[config.mk]
export PLATFORM = sky130hd
export DESIGN_NAME = alarm_demux8
export DESIGN_NICKNAME = d
export VERILOG_FILES = /design/src/rtl/alarm_demux8.sv
export SDC_FILE = /design/constraint.sdc
export NUM_CORES = 1
export LEC_CHECK = 0
export CORE_MARGIN = 2
export CORE_UTILIZATION = 49
export CTS_CLUSTER_DIAMETER = 60
export DETAILED_ROUTE_END_ITERATION = 10
export PLACE_DENSITY = 0.83
export SYNTH_ARGS = -nofsm -noshare
export SYNTH_HDL_FRONTEND = slang
export SYNTH_SLANG_ARGS = --single-unit
export TNS_END_PERCENT = 20
[constraint.sdc]
create_clock -name clk -period 3.3 [get_ports clk]
set_input_delay 0.66 -clock clk [delete_from_list [all_inputs] [get_ports clk]]
set_output_delay 0.66 -clock clk [all_outputs]
set_load 0.05 [all_outputs]
[src/rtl/alarm_demux8.sv]
// alarm_demux8: receive side of the 8-zone time-multiplexed alarm line.
// Tracks the scanner's slot number, checks framing against SYNC and publishes
// a full 8-bit zone vector once per frame.
// Optional feature: define ALARM_DEMUX_STICKY_EN to build the per-zone sticky
// alarm register (cleared by ack). Without it, sticky is tied to 0.
module alarm_demux8 (
  input  logic       clk,
  input  logic       rst_n,
  input  logic       en,
  input  logic       sync,
  input  logic       alarm,
  input  logic [7:0] ack,
  output logic [2:0] sel,
  output logic [7:0] zone,
  output logic       frame_valid,
  output logic       sync_err,
  output logic       locked,
  output logic [7:0] sticky
);

  typedef enum logic [0:0] {StHunt, StRun} state_e;

  state_e     state_q;
  logic [6:0] shadow_q;
  logic [2:0] sel_q;
  logic [7:0] zone_q;
  logic       frame_valid_q;
  logic       sync_err_q;
  logic       locked_q;

  // Frame commit: slot 7 sampled in RUN without an early SYNC.
  logic       commit;
  logic [7:0] new_zone;

  // Decode the commit condition and the vector it would publish.
  always_comb begin
    commit   = en && (state_q == StRun) && (sel_q == 3'd7) && !sync;
    new_zone = {alarm, shadow_q};
  end

  // Framing FSM with capture shadow and all registered outputs.
  always_ff @(posedge clk or negedge rst_n) begin
    if (!rst_n) begin
      state_q       <= StHunt;
      shadow_q      <= '0;
      sel_q         <= '0;
      zone_q        <= '0;
      frame_valid_q <= 1'b0;
      sync_err_q    <= 1'b0;
      locked_q      <= 1'b0;
    end else begin
      // Pulses are single-cycle by default.
      frame_valid_q <= 1'b0;
      sync_err_q    <= 1'b0;
      if (en) begin
        unique case (state_q)
          StHunt: begin
            // Non-SYNC samples are silently dropped while hunting.
            if (sync) begin
              shadow_q[0] <= alarm;
              sel_q       <= 3'd1;
              state_q     <= StRun;
              locked_q    <= 1'b1;
            end
          end
          StRun: begin
            if (sel_q == 3'd0) begin
              if (sync) begin
                shadow_q[0] <= alarm;
                sel_q       <= 3'd1;
              end else begin
                // Missing SYNC at the frame boundary: lose lock, keep zone.
                sync_err_q <= 1'b1;
                state_q    <= StHunt;
                locked_q   <= 1'b0;
              end
            end else if (sync) begin
              // Early SYNC: drop the partial frame and restart at slot 0.
              sync_err_q  <= 1'b1;
              shadow_q[0] <= alarm;
              sel_q       <= 3'd1;
            end else if (sel_q == 3'd7) begin
              // Slot 7 goes straight into zone; shadow only holds 0..6.
              zone_q        <= new_zone;
              frame_valid_q <= 1'b1;
              sel_q         <= 3'd0;
            end else begin
              shadow_q[sel_q] <= alarm;
              sel_q           <= sel_q + 3'd1;
            end
          end
          default: begin
            state_q  <= StHunt;
            locked_q <= 1'b0;
            sel_q    <= '0;
          end
        endcase
      end
    end
  end

`ifdef ALARM_DEMUX_STICKY_EN
  logic [7:0] sticky_q;
  logic [7:0] sticky_d;

  // New alarms are OR-ed in after the clear so a same-cycle set wins over ack.
  always_comb begin
    sticky_d = sticky_q & ~ack;
    if (commit) begin
      sticky_d = sticky_d | new_zone;
    end
  end

  // Sticky register update.
  always_ff @(posedge clk or negedge rst_n) begin
    if (!rst_n) begin
      sticky_q <= '0;
    end else begin
      sticky_q <= sticky_d;
    end
  end

  assign sticky = sticky_q;
`else
  // Feature absent: ack and the commit decode have no load.
  logic unused_sticky_inputs;
  assign unused_sticky_inputs = ^{ack, commit, new_zone};
  assign sticky = '0;
`endif

  assign sel         = sel_q;
  assign zone        = zone_q;
  assign frame_valid = frame_valid_q;
  assign sync_err    = sync_err_q;
  assign locked      = locked_q;

endmodule

==> results.toml <==
[synth]
post_synth_inst_count = 99
post_synth_and_or_nand_nor_area_fraction_pct = 11.53
synth_seq_area_share_pct = 48.30
post_synth_instance_area_sq_um = 1140
post_synth_mux_area_share_pct = 15.70
synth_cell_types = 28
synth_top_area_share_pct = 48.30
synth_top_cell_by_area = "dfrtp_1"
yosysWarnings = 0
share_of_synthesized_cell_area_in_full_adder_half_adder_and_majority_cells_pct = 6.586
netlist_top_cells_area = "dfrtp_1 48%, mux2_2 13%, ha_1 6.6%, buf_4 5.3%, a21oi_1 2.6%"
synthesis.area_per_instance_sq_um = 11.51
synthXorXnorAreaFrac_pct = 0
flops_latches_synth = 22
synth_compound_area_share_pct = 7.464
synth_top_family_by_area = "multiplexers"

[floorplanning]
core_region_area_sq_um = 2212
rows = 17
die-height_um = 52.23
io-pin-count = 35
initial_utilization_pct = 51.53
die_x_um = 52.23
design.die.area_sq_um = 2728

[global_route]
grt_antenna_before_repair = 0
grt_start_max_net_pins = 23
globalRouteTotalUtil_pct = 17.16
first_global_vias = 731
wire_length_of_the_first_global_routing_pass_um = 3325
overall_overflow_remaining_after_global_route = 0

[placement]
placed_instances = 140
count_of_buffers_from_port_buffering = 18
detailedPlace.worstSlack_ns = 0.8396
dp_wirelength_um = 1482
globalplace.congestion = 0.7749

[route]
vias = 783
remaining_number_of_nets_flagged_by_the_antenna_check_after_routing = 0
detail_route.iter0.violations = 7
average_detailed_routed_wire_length_per_instance_um = 13.78
post-route-drc-count = 0
finalWirelength_um = 1971
vias_per_cell = 5.476
firstDrtPassIters = 4

[timing]
timing.final.hold_violations = 0
post-route-min-period_ns = 2.430
hold-worst-slack_ns = 0.5130
postLayoutSetupSlackWorst_ns = 0.8698
timing.final.crit_share_pct = 73.64
timing.final.setup_violations = 0
max-slew-margin-rel_pct = 37.54
fin_skew_ns = 0.007828
report.final.slew_viol_count = 0
max_slew.worst_pin.slew_ns = 0.9340
total_negative_setup_slack_ns = 0
grt_setup_unrepaired = "no"
max_clock_freq_ghz = 0.4115

[worst_setup_path]
r2r.worst_path.cells = 7
critPathSlowestCell = "clkdlybuf4s50_1"
cp_cell_sequence = "clkdlybuf4s50_1"
cp_max_fo = 12
cp-end-kind = "primary output"
worstSetupPathDepth = 1
critical_path.n_buffers_inverters = 1
worst-setup-path-type = "flip-flop to primary output"
required_ns = 2.64
category_of_cells_accounting_for_the_largest_share_of_critical_path_delay = "buffers and inverters"
timing.critical_path.from_type = "flip-flop"
worstPathArrival_ns = 1.77
crit_path_max_incr_delay_ns = 0.88

[worst_hold_path]
worstHoldPathCells = 1
min_path_type = "flip-flop to flip-flop"

[power_and_ir_drop]
fin_total_pwr_mw = 1.068
ir_worst_vdd_mv = 0.3893
cellLeakagePower_nw = 0.6251
power.density_nw_per_um2 = 814.1

[finish]
final_cell_count_without_fillers = 143
layout-area-overhead-vs-synth_pct = 15.04
finish.net_count = 136
num_antenna_cells = 0
layout-drive-gt1-share_pct = 17.39

[clock_tree]
clkTransAtPathRegs_ns = 0.12
cts_hold_repair.buffers = 0
htreeDepth = 1
tritoncts.num_buffers = 3
clock-root-buffer = "clkbuf_4"
cts.repair_timing.setup_buffer_count = 0
max-clock-path-buffers = 2
cts_tree = "yes"
ctsResizeCount = 0
cts.sinks = 22
clkLatencyLatePin_ns = 0.31

[run_status]
outcome = "finished clean"

[job]
max_cap_violations = 0
cell usage after synthesis:
master and count:
and4_4 1, a31oi_1 1, o22ai_1 1, mux2_2 13
mux2_1 2, a221o_1 1, nand3_2 1, buf_6 2
nand3_1 4, o211ai_1 2, buf_2 2, o21ai_0 2
buf_4 8, nand2b_2 1, mux2i_1 1, nor3b_1 1
nand4_1 2, and2_4 1, o21a_1 1, ha_1 6
dfrtp_1 22, nor2b_1 1, and3_1 1, inv_1 6
conb_1 1, nor3_1 5, a21oi_1 6, nand2_1 4
per-stage QoR:
stage,utilization [%],area [sq um]
2_1_floorplan,-,1166
3_5_place_dp,58.26,1289
6_report,59.28,1311
3_3_place_gp,58.26,1289
4_1_cts,59.28,1311
5_1_grt,59.28,1311
cells by family (layout without fill, tap and decap cells):
| kind of cell | Yosys count | after routing |
|---|---|---|
| DFF | 22 | 22 |
| and+or+nand+nor | 22 | 22 |
| buffers and inverters | 18 | 27 |
| muxes | 16 | 16 |
| AOI/OAI and AO/OA | 14 | 14 |
| adders and majority gates | 6 | 6 |
| other | 1 | 8 |
placed cells by master (no fill, tap or decap), drive strengths merged, types with 2 or more instances in the layout:
master and instances:
ha 6, o211ai 2, nor3 5, conb 8, a21oi 6, dfrtp 22, nand3 5, clkbuf 3
o21ai 2, nand2 4, inv 6, nand4 2, mux2 15, clkdlybuf4s50 18
final timing paths:
kind,startpoint,end,slack (ns)
setup / recovery,sel[2],sel[2],0.87
setup reg to reg,sel[1],shadow_q[0],1.36
hold reg to reg,shadow_q[4],shadow_q[4],0.51
max in group asynchronous,rst_n,state_q,1.87
hold / removal,shadow_q[4],shadow_q[4],0.51
min in group asynchronous,rst_n,shadow_q[3],0.85
report_power, final:
| group | switching, mW | internal [mW] |
|---|---|---|
| Sequential | 0.0784 | 0.352 |
| Combinational | 0.319 | 0.196 |
| Clock | 0.0800 | 0.0428 |
layout make-up:
type                            count  area [sq um]
Fill cell                         185         900.9
Sequential cell                    22         550.5
Multi-Input combinational cell     66         500.5
Timing Repair Buffer               18         180.2
Tap cell                           28         35.03
Clock buffer                        3         22.52
Inverter                            6         22.52
registers in the layout, summed over array words and instances (netlist names):
signal / count
zone: 8
shadow_q: 7
sel: 3
frame_valid: 1
locked: 1
state_q: 1
sync_err: 1
routing by layer:
metal | vias to the layer above | part of all wire (%) | GRT usage, %
met4 | 0 | 3.0 | 11.97
met3 | 5 | 4.1 | 1.714
li1 | 368 | - | -
met5 | - | 0 | 0
met2 | 29 | 50 | 29.11
met1 | 381 | 43 | 20.26
(Power assumes the default switching activity.)
